--- src/rtl/dotp_job_loader.sv ---
// dotp_job_loader
// Upstream sequencer for the 4-bit dot-product accelerator. Takes a job
// (a length header followed by A/B nibble pairs) on a valid/ready stream,
// loads the accelerator through its WRITE/RUN/READ opcode bus, clears the
// result words, starts the run, and returns the 8-bit result (or a timeout
// error) on a valid/ready response port. Every output is a flop.

module dotp_job_loader #(
    parameter int VEC_MAX  = 16,
    parameter int ADDR_A   = 1,
    parameter int ADDR_B   = 17,
    parameter int ADDR_OUT = 33,
    parameter int TIMEOUT  = 31
) (
    input  logic       clk,
    input  logic       rst_n,
    input  logic       s_valid,
    output logic       s_ready,
    input  logic [7:0] s_data,
    output logic       r_valid,
    input  logic       r_ready,
    output logic [7:0] r_data,
    output logic       r_err,
    output logic       acc_rst_n,
    output logic [1:0] acc_op,
    output logic [5:0] acc_addr,
    output logic [3:0] acc_wdata,
    input  logic [1:0] acc_state,
    input  logic [7:0] acc_result
);

    localparam int IDX_W = $clog2(VEC_MAX);
    localparam int TMO_W = $clog2(TIMEOUT + 1);

    localparam logic [1:0] OP_READ  = 2'd0;
    localparam logic [1:0] OP_WRITE = 2'd1;
    localparam logic [1:0] OP_RUN   = 2'd2;

    localparam logic [1:0] ACC_RUNNING = 2'd1;
    localparam logic [1:0] ACC_DONE    = 2'd2;

    typedef enum logic [3:0] {
        S_IDLE,
        S_ARST,
        S_WR_LEN,
        S_GET,
        S_WR_A,
        S_WR_B,
        S_CLR0,
        S_CLR1,
        S_RUN,
        S_WAIT,
        S_RESP
    } state_t;

    state_t           state;
    logic [3:0]       len_raw;
    logic [IDX_W-1:0] last_idx;
    logic [IDX_W-1:0] idx;
    logic [3:0]       b_nib;
    logic [TMO_W-1:0] tmo_cnt;

    // Job sequencer: every output is registered on the transition into the
    // state that needs it, so each state's outputs are visible for exactly
    // the cycles the FSM sits in that state.
    always_ff @(posedge clk) begin
        if (!rst_n) begin
            state     <= S_IDLE;
            s_ready   <= 1'b0;
            r_valid   <= 1'b0;
            r_data    <= 8'd0;
            r_err     <= 1'b0;
            acc_rst_n <= 1'b0;
            acc_op    <= OP_READ;
            acc_addr  <= 6'd0;
            acc_wdata <= 4'd0;
            len_raw   <= 4'd0;
            last_idx  <= '0;
            idx       <= '0;
            b_nib     <= 4'd0;
            tmo_cnt   <= '0;
        end else begin
            s_ready   <= 1'b0;
            acc_rst_n <= 1'b1;
            acc_op    <= OP_READ;
            acc_addr  <= 6'd0;
            acc_wdata <= 4'd0;

            case (state)
                S_IDLE: begin
                    if (s_valid && s_ready) begin
                        len_raw   <= s_data[3:0];
                        last_idx  <= (s_data[3:0] == 4'd0) ? IDX_W'(VEC_MAX - 1)
                                                           : IDX_W'(s_data[3:0] - 4'd1);
                        idx       <= '0;
                        acc_rst_n <= 1'b0;
                        state     <= S_ARST;
                    end else begin
                        s_ready <= 1'b1;
                    end
                end

                S_ARST: begin
                    acc_op    <= OP_WRITE;
                    acc_addr  <= 6'd0;
                    acc_wdata <= len_raw;
                    state     <= S_WR_LEN;
                end

                S_WR_LEN: begin
                    s_ready <= 1'b1;
                    state   <= S_GET;
                end

                S_GET: begin
                    if (s_valid && s_ready) begin
                        acc_op    <= OP_WRITE;
                        acc_addr  <= 6'(ADDR_A) + 6'(idx);
                        acc_wdata <= s_data[7:4];
                        b_nib     <= s_data[3:0];
                        state     <= S_WR_A;
                    end else begin
                        s_ready <= 1'b1;
                    end
                end

                S_WR_A: begin
                    acc_op    <= OP_WRITE;
                    acc_addr  <= 6'(ADDR_B) + 6'(idx);
                    acc_wdata <= b_nib;
                    state     <= S_WR_B;
                end

                S_WR_B: begin
                    if (idx == last_idx) begin
                        acc_op    <= OP_WRITE;
                        acc_addr  <= 6'(ADDR_OUT);
                        acc_wdata <= 4'd0;
                        state     <= S_CLR0;
                    end else begin
                        idx     <= idx + 1'b1;
                        s_ready <= 1'b1;
                        state   <= S_GET;
                    end
                end

                S_CLR0: begin
                    acc_op    <= OP_WRITE;
                    acc_addr  <= 6'(ADDR_OUT + 1);
                    acc_wdata <= 4'd0;
                    state     <= S_CLR1;
                end

                S_CLR1: begin
                    acc_op  <= OP_RUN;
                    tmo_cnt <= '0;
                    state   <= S_RUN;
                end

                S_RUN: begin
                    if (tmo_cnt == TMO_W'(TIMEOUT)) begin
                        r_valid <= 1'b1;
                        r_err   <= 1'b1;
                        r_data  <= 8'd0;
                        state   <= S_RESP;
                    end else if (acc_state == ACC_RUNNING) begin
                        tmo_cnt <= tmo_cnt + 1'b1;
                        state   <= S_WAIT;
                    end else begin
                        acc_op  <= OP_RUN;
                        tmo_cnt <= tmo_cnt + 1'b1;
                    end
                end

                S_WAIT: begin
                    if (tmo_cnt == TMO_W'(TIMEOUT)) begin
                        r_valid <= 1'b1;
                        r_err   <= 1'b1;
                        r_data  <= 8'd0;
                        state   <= S_RESP;
                    end else if (acc_state == ACC_DONE) begin
                        r_valid <= 1'b1;
                        r_err   <= 1'b0;
                        r_data  <= acc_result;
                        state   <= S_RESP;
                    end else begin
                        tmo_cnt <= tmo_cnt + 1'b1;
                    end
                end

                S_RESP: begin
                    if (r_ready) begin
                        r_valid <= 1'b0;
                        s_ready <= 1'b1;
                        state   <= S_IDLE;
                    end
                end

                default: begin
                    state <= S_IDLE;
                end
            endcase
        end
    end

endmodule
--- config.mk ---
export PLATFORM = sky130hd
export DESIGN_NAME = dotp_job_loader
export DESIGN_NICKNAME = d
export VERILOG_FILES = /design/src/rtl/dotp_job_loader.sv
export SDC_FILE = /design/constraint.sdc
export NUM_CORES = 1
export LEC_CHECK = 0
export CAP_MARGIN = 30
export CELL_PAD_IN_SITES_DETAIL_PLACEMENT = 1
export CELL_PAD_IN_SITES_GLOBAL_PLACEMENT = 2
export CORE_UTILIZATION = 33
export DETAILED_ROUTE_END_ITERATION = 6
export PLACE_DENSITY = 0.9
export SETUP_SLACK_MARGIN = 0.02
export SLEW_MARGIN = 20
export SYNTH_ARGS = -nofsm -noshare
export SYNTH_HDL_FRONTEND = slang
export SYNTH_SLANG_ARGS = --single-unit
--- constraint.sdc ---
create_clock -name clk -period 3.5 [get_ports clk]
set_input_delay 0.7 -clock clk [delete_from_list [all_inputs] [get_ports clk]]
set_output_delay 0.7 -clock clk [all_outputs]
set_load 0.05 [all_outputs]
Word level (Yosys, flattened, before mapping)
Index checks and enable logic that the tools add are counted.
{"block": "op_classes", "muxes": 44, "n_addsub": 5, "eq_ne": 24, "reduce_logical": 16}
{"op": "2-to-1 mux 4 bit", "n": 11}
{"op": "case mux 4 bit (11 select lines)", "n": 1}
{"op": "2-to-1 mux 8 bit", "n": 3}
{"op": "case mux 6 bit (4 select lines)", "n": 1}
{"op": "2-to-1 mux 5 bit", "n": 4}
{"op": "== test 4 x 3 -> 1 bit (second input constant)", "n": 4}
{"op": "!= test 2 bit (second input constant)", "n": 8}
{"op": "case mux 8 bit (2 select lines)", "n": 1}
{"op": "case mux 5 bit (3 select lines)", "n": 1}
{"op": "== test 4 bit (second input constant)", "n": 3}
{"op": "2-to-1 mux 1 bit", "n": 12}
{"op": "case mux 4 bit (3 select lines)", "n": 1}
{"op": "case mux 2 bit (5 select lines)", "n": 1}
{"op": "== test 4 x 2 -> 1 bit (second input constant)", "n": 2}
{"op": "logical NOT 4 bit", "n": 2}
{"op": "case mux 4 bit (2 select lines)", "n": 1}
{"op": "AND reduction 4 bit", "n": 2}
{"op": "adder 5 x 4 -> 6 bit (first input constant)", "n": 1}
{"op": "2-to-1 mux 6 bit", "n": 1}
{"op": "!= test 3 bit (second input constant)", "n": 2}
{"op": "AND reduction 3 bit", "n": 2}
{"op": "nonzero test 3 bit", "n": 2}
{"op": "adder 1 x 4 -> 5 bit (first input constant)", "n": 1}
{"op": "adder 5 x 1 -> 5 bit (second input constant)", "n": 1}
{"op": "18 further kinds", "n": 21}
{"block": "word_totals", "elab_cells": 103, "ff_bits": 49, "inputBits": 22, "output_inout_bits": 24}

Longest topological paths before layout
Gate-level depths: netlist (run 1).
{"block": "depth", "word_depth": 4, "depth_mapped": 7, "ltp_nobuf": 7}

Worst setup path after synthesis (run 1)
No wires, ideal clock.
{"block": "synth_timing", "path_type": "register -> register", "startpoint": "register tmo_cnt[0]", "endpoint": "register tmo_cnt[3]", "slack_ps": 1327, "arrival_time_ps": 2103, "path_stages_with_launch": 8, "synth_period_minus_slack_ps": 2173, "required_ps": 3430, "cell_sequence": "dfxtp_1 ha_1 and3_1 ha_1 or4b_4 o21a_4 or3_1 a21oi_1"}
{"block": "synth_via", "elab_chain_len": 4, "word_cells_on_any_way": 9, "cone_classes": "add/sub (1); eq/ne (3); mux (4); reduce/logical (1)"}
{"item": "start: declaration", "line_no": "61", "source": "logic [TMO_W-1:0] tmo_cnt;"}
{"item": "start signal: assignment", "line_no": "167", "source": "tmo_cnt <= tmo_cnt + 1'b1;"}
{"item": "start signal: assignment", "line_no": "171", "source": "tmo_cnt <= tmo_cnt + 1'b1;"}
{"item": "start signal: assignment", "line_no": "187", "source": "tmo_cnt <= tmo_cnt + 1'b1;"}
{"item": "adder 5 x 1 -> 5 bit", "line_no": "167, 171, 187"}
{"item": "2-to-1 mux 5 bit", "line_no": "181", "source": "end else if (acc_state == ACC_DONE) begin"}
{"item": "2-to-1 mux 5 bit", "line_no": "176", "source": "if (tmo_cnt == TMO_W'(TIMEOUT)) begin"}
{"item": "case mux 5 bit (3 select lines)", "line_no": "89", "source": "case (state)"}
Parallel ways exist; a longest one is shown, timed or not. The select of a mux whose other input is x is not followed.
A chain may end at the register's enable or synchronous reset.

Worst setup path after layout (run 1)
Same ends and word-level chain as after synthesis.

==> flow_metrics.tcl, run 1 <==
set metrics [dict create \
    ir_drop_uv 195 \
    gp_congestion 0.785 \
    avgRoutedWirePerCell_um 15.4 \
    cts_buffers 5 \
    critPathCaptureType "register" \
    syn_area_per_cell_um2 8.93 \
    core_area_mm2 0.00646 \
    io_pins 46 \
    hold_viol 0 \
    yosysTopAreaCell "dfxtp_1" \
    drtIter0Drc 102 \
    layout-drive-gt1-share_pct 6.06 \
    die_h_um 84.6 \
    num_vias 1968 \
    vias_per_cell 5.26 \
    cts-resized-gates 0 \
    routed_wl_um 5750 \
    io_buffer_count 45 \
    leakage_nw 1.04 \
    overflow 0 \
    timing.hold.ws_ns 0.468 \
    pre_cts_ws_ns 1.16 \
    regToRegEndpoint "tmo_cnt[3]" \
    syn_inst 252 \
    die_area_mm2 0.00715 \
    min_period_ns 2.32 \
    swShare_pct 34.9 \
    dpl.hpwl_um 4150 \
    rows 29 \
    hp-class "reg2reg" \
    maxCapViolations 0 \
    ys_top_cells_by_area "dfxtp_1 (44%), a22o_1 (4.7%), nor2_1 (4.5%), a21oi_1 (4.2%), nand2_1 (3.7%)" \
    pwr-share-clk_pct 25.3 \
    grt_use_total_pct 16.7 \
    antenna_cells 0 \
    cts_buffer_depth 2 \
    yosys_warnings 0 \
    final.period_utilization_pct 66.2 \
    cts.htree.levels 2 \
    worst-r2r-cell-count 7 \
    hold_start "len_raw[1]" \
    max_freq_mhz 432 \
    ant_nets 0 \
    grt_start_max_net_pins 26 \
    netlist_area_mm2 0.00225 \
    synth_nets 279 \
    clk_latency_ns 0.30 \
    cts_hold_buf 0 \
    hold_depth 2 \
    path_cells "ha_1, and3_1, ha_1, or4b_4, o21a_4, or3_1, a21oi_1" \
    fillers 766 \
    synth_edf_count 0 \
    drc 9 \
    worstPathArrival_ns 2.56 \
    setup_viol 0 \
    pwr_density_cell_mw_per_mm2 468 \
    ys.flop_type "dfxtp_1" \
    setup_slack_ns 1.18 \
    syn2layout_area_growth_pct 27.1 \
    clock_skew_ns 0.00418 \
    switching_power_w 0.000468 \
    clock-root-buffer "clkbuf_8" \
    grt_pass1_vias 1919 \
    crit_fanout 7 \
    slew_headroom_pct 42.5 \
    synth.ff_latch_count 49 \
    postCtsSetupRepairBufs 0 \
    critPathSlowestCell "or4b_4" \
    clkTransAtPathRegs_ns 0.09 \
    first_pass_iters 6 \
    cts_num_sinks 49 \
    combPwrFrac_pct 25.6 \
    rrSetupSlack_ns 1.18 \
    worstMarginPinSlew_ns 0.854 \
    cp-start-kind "register" \
    p_int_w 0.000871 \
    cts_tree "built" \
    outcome "finished, violations left" \
    slowest_delay_ns 0.54 \
    synth-seq-area-share_pct 43.6 \
    hold_path_end "len_raw[1]" \
    crit_type "reg2reg" \
    die_x_um 84.6 \
    required_ns 3.74 \
    violations "DRC" \
    synthArstFlopShare_pct 0 \
    seqPwrFrac_pct 49.2 \
    setup_tns_ns 0 \
    r2r_start "tmo_cnt[0]" \
    slew_viol_final 0 \
    grt_pass1_wl_um 9490 \
    cp_common_cell "ha_1" \
    start_util_pct 34.8 \
    rsz0062_at_grt "false" \
    synth_cell_types 53 \
    antenna_found_initial 0 \
    final_core_util_pct 44.3 \
    synth_top_cell_area_share_pct 43.6 \
    fin_nets 323 \
]
## cell usage in the layout, fill, tap and decap left out, drive strengths merged, types with 5 or more instances in the layout
master / n
clkdlybuf4s50: 45
clkbuf: 6
nor2: 27
ha: 5
mux2i: 8
nand3: 7
a21oi: 19
a22o: 12
o21ai: 13
inv: 10
dfxtp: 49
xor2: 7
nand2: 22
nor3: 6
## worst max-delay path: cells and delay by family (launching register included)
| kind | cells | cell delay [ns] |
|---|---|---|
| compound gates | 2 | 0.39 |
| flops | 1 | 0.34 |
| fa+ha+maj | 2 | 0.45 |
| simple gates | 3 | 1.07 |
## sequential cells by signal, indices dropped and copies added, names as in the netlist
signal / count
r_err: 1
idx: 4
state: 4
acc_op: 2
acc_addr: 6
acc_wdata: 4
last_idx: 4
b_nib: 4
s_ready: 1
acc_rst_n: 1
len_raw: 4
tmo_cnt: 5
r_data: 8
r_valid: 1
## power by group through the flow
stage	registers (W)	logic [W]	clock network, W
floorplan	0.000656	0.000238	0
global placement	0.000668	0.000335	0
detailed placement	0.000670	0.000340	0
CTS	0.000657	0.000342	0.000351
global route	0.000665	0.000376	0.000370
finish	0.000658	0.000342	0.000338
## kinds of logic (layout without fill, tap and decap cells)
family | after synthesis | count (layout) | synth area share (%)
adders and majority gates | 5 | 5 | 2.78
DFF | 49 | 49 | 43.6
xor gates and xnor gates | 9 | 9 | 3.50
buffers and inverters | 20 | 65 | 3.50
AOI/OAI and AO/OA | 71 | 71 | 21.9
and+or+nand+nor | 90 | 90 | 21.1
muxes | 8 | 8 | 3.56
## worst max-delay path by stage
stage | slack (ns) | end | from
after global placement | 1.19 | r_data[4] | acc_state[1]
after global routing | 1.04 | tmo_cnt[3] | tmo_cnt[0]
final | 1.18 | tmo_cnt[3] | tmo_cnt[0]
after floorplan | 1.33 | tmo_cnt[3] | tmo_cnt[0]
after CTS | 1.17 | tmo_cnt[3] | tmo_cnt[0]
after detailed placement | 1.16 | acc_addr[0] | rst_n
## cell type report
class                      instances  area, um2  share of cell area, %
clock buffer                       6       72.6                   2.54
clock inverter                     2       15.0                  0.525
inverter                          11       41.3                   1.44
multi-input combinational        183       1200                   41.8
sequential                        49        981                   34.3
tap                               77       96.3                   3.37
timing repair buffer              46        458                   16.0
## routing by layer
metal	GRT usage, %	wire [um]
met4	4.16	61
met3	3.64	162
met5	0	0
met1	23.2	2890
met2	26.2	2630
## Yosys cell counts, types with 2 or more instances
cell type	instances
ha_1	5
o21bai_1	2
a211oi_1	3
and2_1	2
nand2_1	22
a22o_1	12
nand2b_1	3
o21ai_0	13
buf_1	2
xnor2_1	2
a21oi_1	19
o22ai_1	2
dfxtp_1	49
nor3_1	5
buf_2	3
nor2b_1	4
inv_1	10
o21ba_2	2
clkbuf_1	4
a21o_1	2
xor2_1	7
nor2_1	27
and3b_1	2
nor4_1	2
a22oi_1	4
mux2i_1	8
or3_1	4
nand3_1	7
## per-stage QoR
stage               power, W  instances  instance area (um2)
detailed placement   0.00101        366                 2770
finish               0.00134        374                 2860
CTS                  0.00135        374                 2860
global route         0.00141        374                 2860
floorplan           0.000894        252                 2250
global placement     0.00100        366                 2770
Note: power is estimated with default switching activity, not from simulation.
==> run 2: changes to the inputs <==
--- a/config.mk
+++ b/config.mk
@@ -8,9 +8,9 @@
 export CAP_MARGIN = 30
 export CELL_PAD_IN_SITES_DETAIL_PLACEMENT = 1
 export CELL_PAD_IN_SITES_GLOBAL_PLACEMENT = 2
-export CORE_UTILIZATION = 33
+export CORE_UTILIZATION = 27
 export DETAILED_ROUTE_END_ITERATION = 6
-export PLACE_DENSITY = 0.9
+export PLACE_DENSITY = 0.79
 export SETUP_SLACK_MARGIN = 0.02
 export SLEW_MARGIN = 20
 export SYNTH_ARGS = -nofsm -noshare
==> constraint.sdc (replaced) <==
create_clock -name clk -period 2.1 [get_ports clk]
set_input_delay 0.42 -clock clk [delete_from_list [all_inputs] [get_ports clk]]
set_output_delay 0.42 -clock clk [all_outputs]
set_load 0.05 [all_outputs]
==> run 2 against run 1 <==
Net effect:
- the run now ends clean
- power up 69%
- wire length up 6.7%
- fmax up 12%
- first-iteration DRC count down 27%
==> flow_metrics.tcl, run 2 (same netlist as run 1, synthesis figures left out) <==
set metrics [dict create \
    final.period_utilization_pct 98.4 \
    worstPathBufferInverterCount 0 \
    cts_num_sinks 49 \
    die_area_mm2 0.00870 \
    worstMarginPinSlew_ns 0.559 \
    largest_reg_flops 8 \
    path_cells "ha_4, and3_4, ha_4, or4b_4, o21a_4, or3_1, a21oi_1" \
    hp-class "reg2reg" \
    min_period_ns 2.07 \
    clock_skew_ns 0.00962 \
    cts_buffer_depth 2 \
    maxCapViolations 0 \
    crit_cells 7 \
    overflow 0 \
    ant_nets 0 \
    crit_fanout 6 \
    rsz0062_at_grt "true" \
    cts_buffers 5 \
    grt.busiest_layer "met2" \
    cp_common_cell "ha_4" \
    drtIter0Drc 74 \
    pwr_density_cell_mw_per_mm2 732 \
    cts_hold_buf 0 \
    outcome "complete, no violations" \
    critPathSlowestCell "or4b_4" \
    largest_register "r_data" \
    grt_pass1_wl_um 10200 \
    grt_start_max_net_pins 19 \
    antenna_found_initial 0 \
    routed_wl_um 6130 \
    slew_viol_final 0 \
    ir_drop_uv 216 \
    cts_tree "built" \
    clkTransAtPathRegs_ns 0.09 \
    clock-root-buffer "clkbuf_8" \
    die_x_um 93.3 \
    syn2layout_area_growth_pct 37.8 \
    crit_type "reg2reg" \
    core_area_mm2 0.00789 \
    max_freq_mhz 484 \
    start_util_pct 28.5 \
    required_ns 2.34 \
    clk_latency_ns 0.31 \
    cts.htree.levels 2 \
    hold_viol 0 \
    worst-r2r-cell-count 7 \
    hold_depth 2 \
    io_pins 46 \
    fin_nets 347 \
    setup_viol 0 \
    cp-start-kind "register" \
    crit_family "simple AND/OR/NAND/NOR gates" \
    layout-drive-gt1-share_pct 14.3 \
    antenna_cells 0 \
    first_pass_iters 5 \
    critPathCaptureType "register" \
    leakage_nw 1.16 \
    die_h_um 93.3 \
    vias_per_cell 4.93 \
    gp_congestion 0.751 \
    grt_use_total_pct 15.0 \
    largestRegisters "r_data x8, acc_addr x6, tmo_cnt x5" \
    dpl.hpwl_um 4580 \
    avgRoutedWirePerCell_um 14.5 \
    use_met3_pct 2.68 \
    timing.hold.ws_ns 0.470 \
    power_w 0.00227 \
    drc 0 \
    slowest_delay_ns 0.53 \
    use_met1_pct 20.4 \
    rows 32 \
    fillers 936 \
    grt_pass1_vias 2078 \
    num_vias 2085 \
    final_common_cell "dfxtp_1" \
    final_cell_mix "dfxtp_1 (47), clkdlybuf4s50_1 (45), nor2_1 (27), buf_4 (25), nand2_1 (22)" \
    slew_headroom_pct 62.7 \
    io_buffer_count 45 \
    worstPathArrival_ns 2.31 \
    grtUsageMet2_pct 24.0 \
]
## run 2: cell types whose count changed in the layout (fill, tap and decap cells not counted), sizes merged
cell	change
buf	+24
clkbuf	+1
clkinvlp	-1
## run 2: repair_timing
action / CTS / global route
cloned: 0 / 0
gates resized for setup: 2 / 0
pin swaps: 3 / 5
setup endpoints to repair: 2 / 7
setup buffers: 2 / 1
## run 2: layout make-up
cell class / count / area, um2 / share of cell area, %
Timing Repair Buffer: 70 / 638 / 20.6
Multi-Input combinational cell: 183 / 1230 / 39.5
Clock inverter: 1 / 7.51 / 0.242
Inverter: 11 / 41.3 / 1.33
Tap cell: 102 / 128 / 4.12
Clock buffer: 7 / 76.3 / 2.46
Sequential cell: 49 / 983 / 31.7
## run 2: final timing paths
path                                 start         end  slack, ns
worst max register to register  tmo_cnt[1]  tmo_cnt[3]       0.03
worst min register to register  len_raw[2]  len_raw[2]       0.47
worst min-delay path            len_raw[2]  len_raw[2]       0.47
worst max-delay path            tmo_cnt[1]  tmo_cnt[3]       0.03
## run 2: report_power, final
| group | internal [W] | switching (W) | total, W |
|---|---|---|---|
| registers | 0.000986 | 0.0000781 | 0.00106 |
| clock network | 0.000236 | 0.000320 | 0.000556 |
| logic | 0.000270 | 0.000378 | 0.000648 |
| total | 0.00149 | 0.000776 | 0.00227 |
## run 2: routing by layer
layer	vias up	wire length, um
met5	-	0
met4	0	89
met3	6	209
met2	43	2840
met1	997	2990
li1	1039	-
## run 2: worst register-to-register path: cells and delay by family, from the launching register on
family | cells | cell delay [ns]
AOI/OAI and AO/OA | 2 | 0.36
adders and majority gates | 2 | 0.31
DFF | 1 | 0.35
and+or+nand+nor | 3 | 0.99
## run 2: metrics by stage
stage	setup slack (ns)	instances	util [%]	area, um2	setup TNS [ns]
after floorplan	0.0261	252	-	2270	0
after global placement	0.0454	412	37.8	2980	0
after detailed placement	-0.0159	412	37.8	2980	-0.0257
after CTS	0.0167	422	39.2	3090	0
after global routing	-0.0208	423	39.3	3100	-0.0301
final	0.0329	423	39.3	3100	0
==> run 3: changes to the inputs <==
--- a/config.mk
+++ b/config.mk
@@ -6,10 +6,10 @@
 export NUM_CORES = 1
 export LEC_CHECK = 0
 export CAP_MARGIN = 30
-export CELL_PAD_IN_SITES_DETAIL_PLACEMENT = 1
-export CELL_PAD_IN_SITES_GLOBAL_PLACEMENT = 2
-export CORE_UTILIZATION = 27
+export CORE_UTILIZATION = 45
+export CTS_CLUSTER_SIZE = 8
 export DETAILED_ROUTE_END_ITERATION = 6
+export GPL_TIMING_DRIVEN = 0
 export PLACE_DENSITY = 0.79
 export SETUP_SLACK_MARGIN = 0.02
 export SLEW_MARGIN = 20
==> run 3 against run 2 <==
Net effect:
- final cell count down 10%
- core utilization up 24 points
- power up 4.1%
- first-iteration DRC count rose to 3.0 times the previous value
- count of clock-buffer cells in the layout unchanged
- clock skew down 0.0056 ns
==> flow_metrics.tcl, run 3 (same netlist as run 1, synthesis figures left out) <==
set metrics [dict create \
    avgRoutedWirePerCell_um 13.8 \
    slowest_delay_ns 0.53 \
    grt_pass1_vias 1768 \
    ff_latch_area_um2 983 \
    rows 25 \
    clkTransAtPathRegs_ns 0.08 \
    clock_skew_ns 0.00407 \
    num_vias 2033 \
    rrSetupSlack_ns 0.02 \
    vias_per_cell 5.36 \
    fin_nets 338 \
    start_util_pct 47.3 \
    cts_buffers 5 \
    min_period_ns 2.08 \
    timing.hold.ws_ns 0.464 \
    slew_viol_final 0 \
    grt_start_max_net_pins 15 \
    die_x_um 72.7 \
    largestRegisters "r_data x8, acc_addr x6, tmo_cnt x5" \
    dpl.hpwl_um 3690 \
    routed_wl_um 5220 \
    drtIter0Drc 219 \
    required_ns 2.33 \
    layout-drive-gt1-share_pct 10.6 \
    largest_register "r_data" \
    syn2layout_area_growth_pct 34.1 \
    pwr_density_cell_mw_per_mm2 783 \
    antenna_found_initial 0 \
    power_w 0.00236 \
    leakage_nw 1.13 \
    first_pass_iters 4 \
    die_area_mm2 0.00529 \
    cts_num_sinks 49 \
    maxCapViolations 0 \
    clock-root-buffer "clkbuf_8" \
    drc 0 \
    ir_drop_uv 355 \
    critPathSlowestCell "or4b_4" \
    cts_tree "built" \
    cts.htree.levels 2 \
    final_common_cell "dfxtp_1" \
    multi_input_area_mm2 0.00123 \
    grt_pass1_wl_um 8290 \
    largest_reg_flops 8 \
    crit_fanout 6 \
    cts_hold_buf 0 \
    hold_viol 0 \
    hp-class "reg2reg" \
    cp_common_cell "ha_4" \
    overflow 0 \
    antenna_cells 0 \
    clk_latency_ns 0.30 \
    final_cell_mix "dfxtp_1 (47), clkdlybuf4s50_1 (45), nor2_1 (27), nand2_1 (22), a21oi_1 (19)" \
    gp_congestion 0.942 \
    worstMarginPinSlew_ns 0.830 \
    setup_viol 0 \
    io_pins 46 \
    grt_use_total_pct 20.4 \
    crit_type "reg2reg" \
    slew_headroom_pct 44.0 \
    fillers 411 \
    path_cells "ha_4, and3_4, ha_4, or4b_4, o21a_4, or3_1, a21oi_1" \
    outcome "complete, no violations" \
    worstPathArrival_ns 2.32 \
    io_buffer_count 45 \
    final.period_utilization_pct 99.2 \
    die_h_um 72.7 \
    cts_buffer_depth 2 \
    critPathCaptureType "register" \
    rsz0062_at_grt "true" \
    max_freq_mhz 480 \
    cp-start-kind "register" \
    core_area_mm2 0.00475 \
    ant_nets 0 \
]
-- run 3: cell types whose count changed in the layout (fill, tap and decap cells not counted), moves of 2 or more --
cell,delta
buf_4,-20
clkbuf_1,+3
buf_2,+3
buf_1,+2
-- run 3: layout make-up --
type,instances,area share (%)
plain buffers,9,1.24
clock buffers,7,2.86
clock inverters,1,0.995
inverters,11,1.37
multi-input cells,183,40.9
flip-flops and latches,49,32.6
well taps,67,2.78
repair buffers,52,17.2
-- run 3: report_power, final --
| group | internal [W] | total (W) | switching [W] |
|---|---|---|---|
| registers | 0.000986 | 0.00104 | 0.0000496 |
| logic | 0.000244 | 0.000641 | 0.000397 |
| clock network | 0.000388 | 0.000686 | 0.000298 |
-- run 3: worst paths after layout --
kind,start,to,cells past startpoint
min,len_raw[2],len_raw[2],2
max,tmo_cnt[0],tmo_cnt[2],7
min reg2reg,len_raw[2],len_raw[2],2
max reg2reg,tmo_cnt[0],tmo_cnt[2],7
-- run 3: stage by stage --
step,TNS (ns),utilization (%),setup slack (ns),instance area (um2),instances
5_1_grt,-0.0914,63.4,-0.0351,3020,379
3_3_place_gp,-0.691,59.0,-0.101,2810,364
2_1_floorplan,0,-,0.0261,2270,252
4_1_cts,0,62.3,0.000731,2960,377
3_5_place_dp,-0.927,59.0,-0.105,2810,364
6_report,0,63.4,0.0172,3020,379
-- run 3: timing repair --
item,4_1_cts,5_1_grt
gates resized for setup,1,5
cloned,0,0
setup buffers,5,2
endpoints found under the setup margin,13,16
pin swaps,3,5
-- run 3: critical path: cells and delay by family (launching register included) --
kind / cells / cell delay [ns]
simple gates: 3 / 0.99
fa+ha+maj: 2 / 0.30
flops: 1 / 0.34
compound gates: 2 / 0.38
-- run 3: layer usage --
layer | share of wire (%) | global-route usage, % | vias up
li1 | - | - | 1017
met1 | 48 | 28.6 | 958
met2 | 46 | 30.8 | 53
met3 | 5.0 | 4.83 | 5
met4 | 1.2 | 6.54 | 0
met5 | 0 | 0 | -
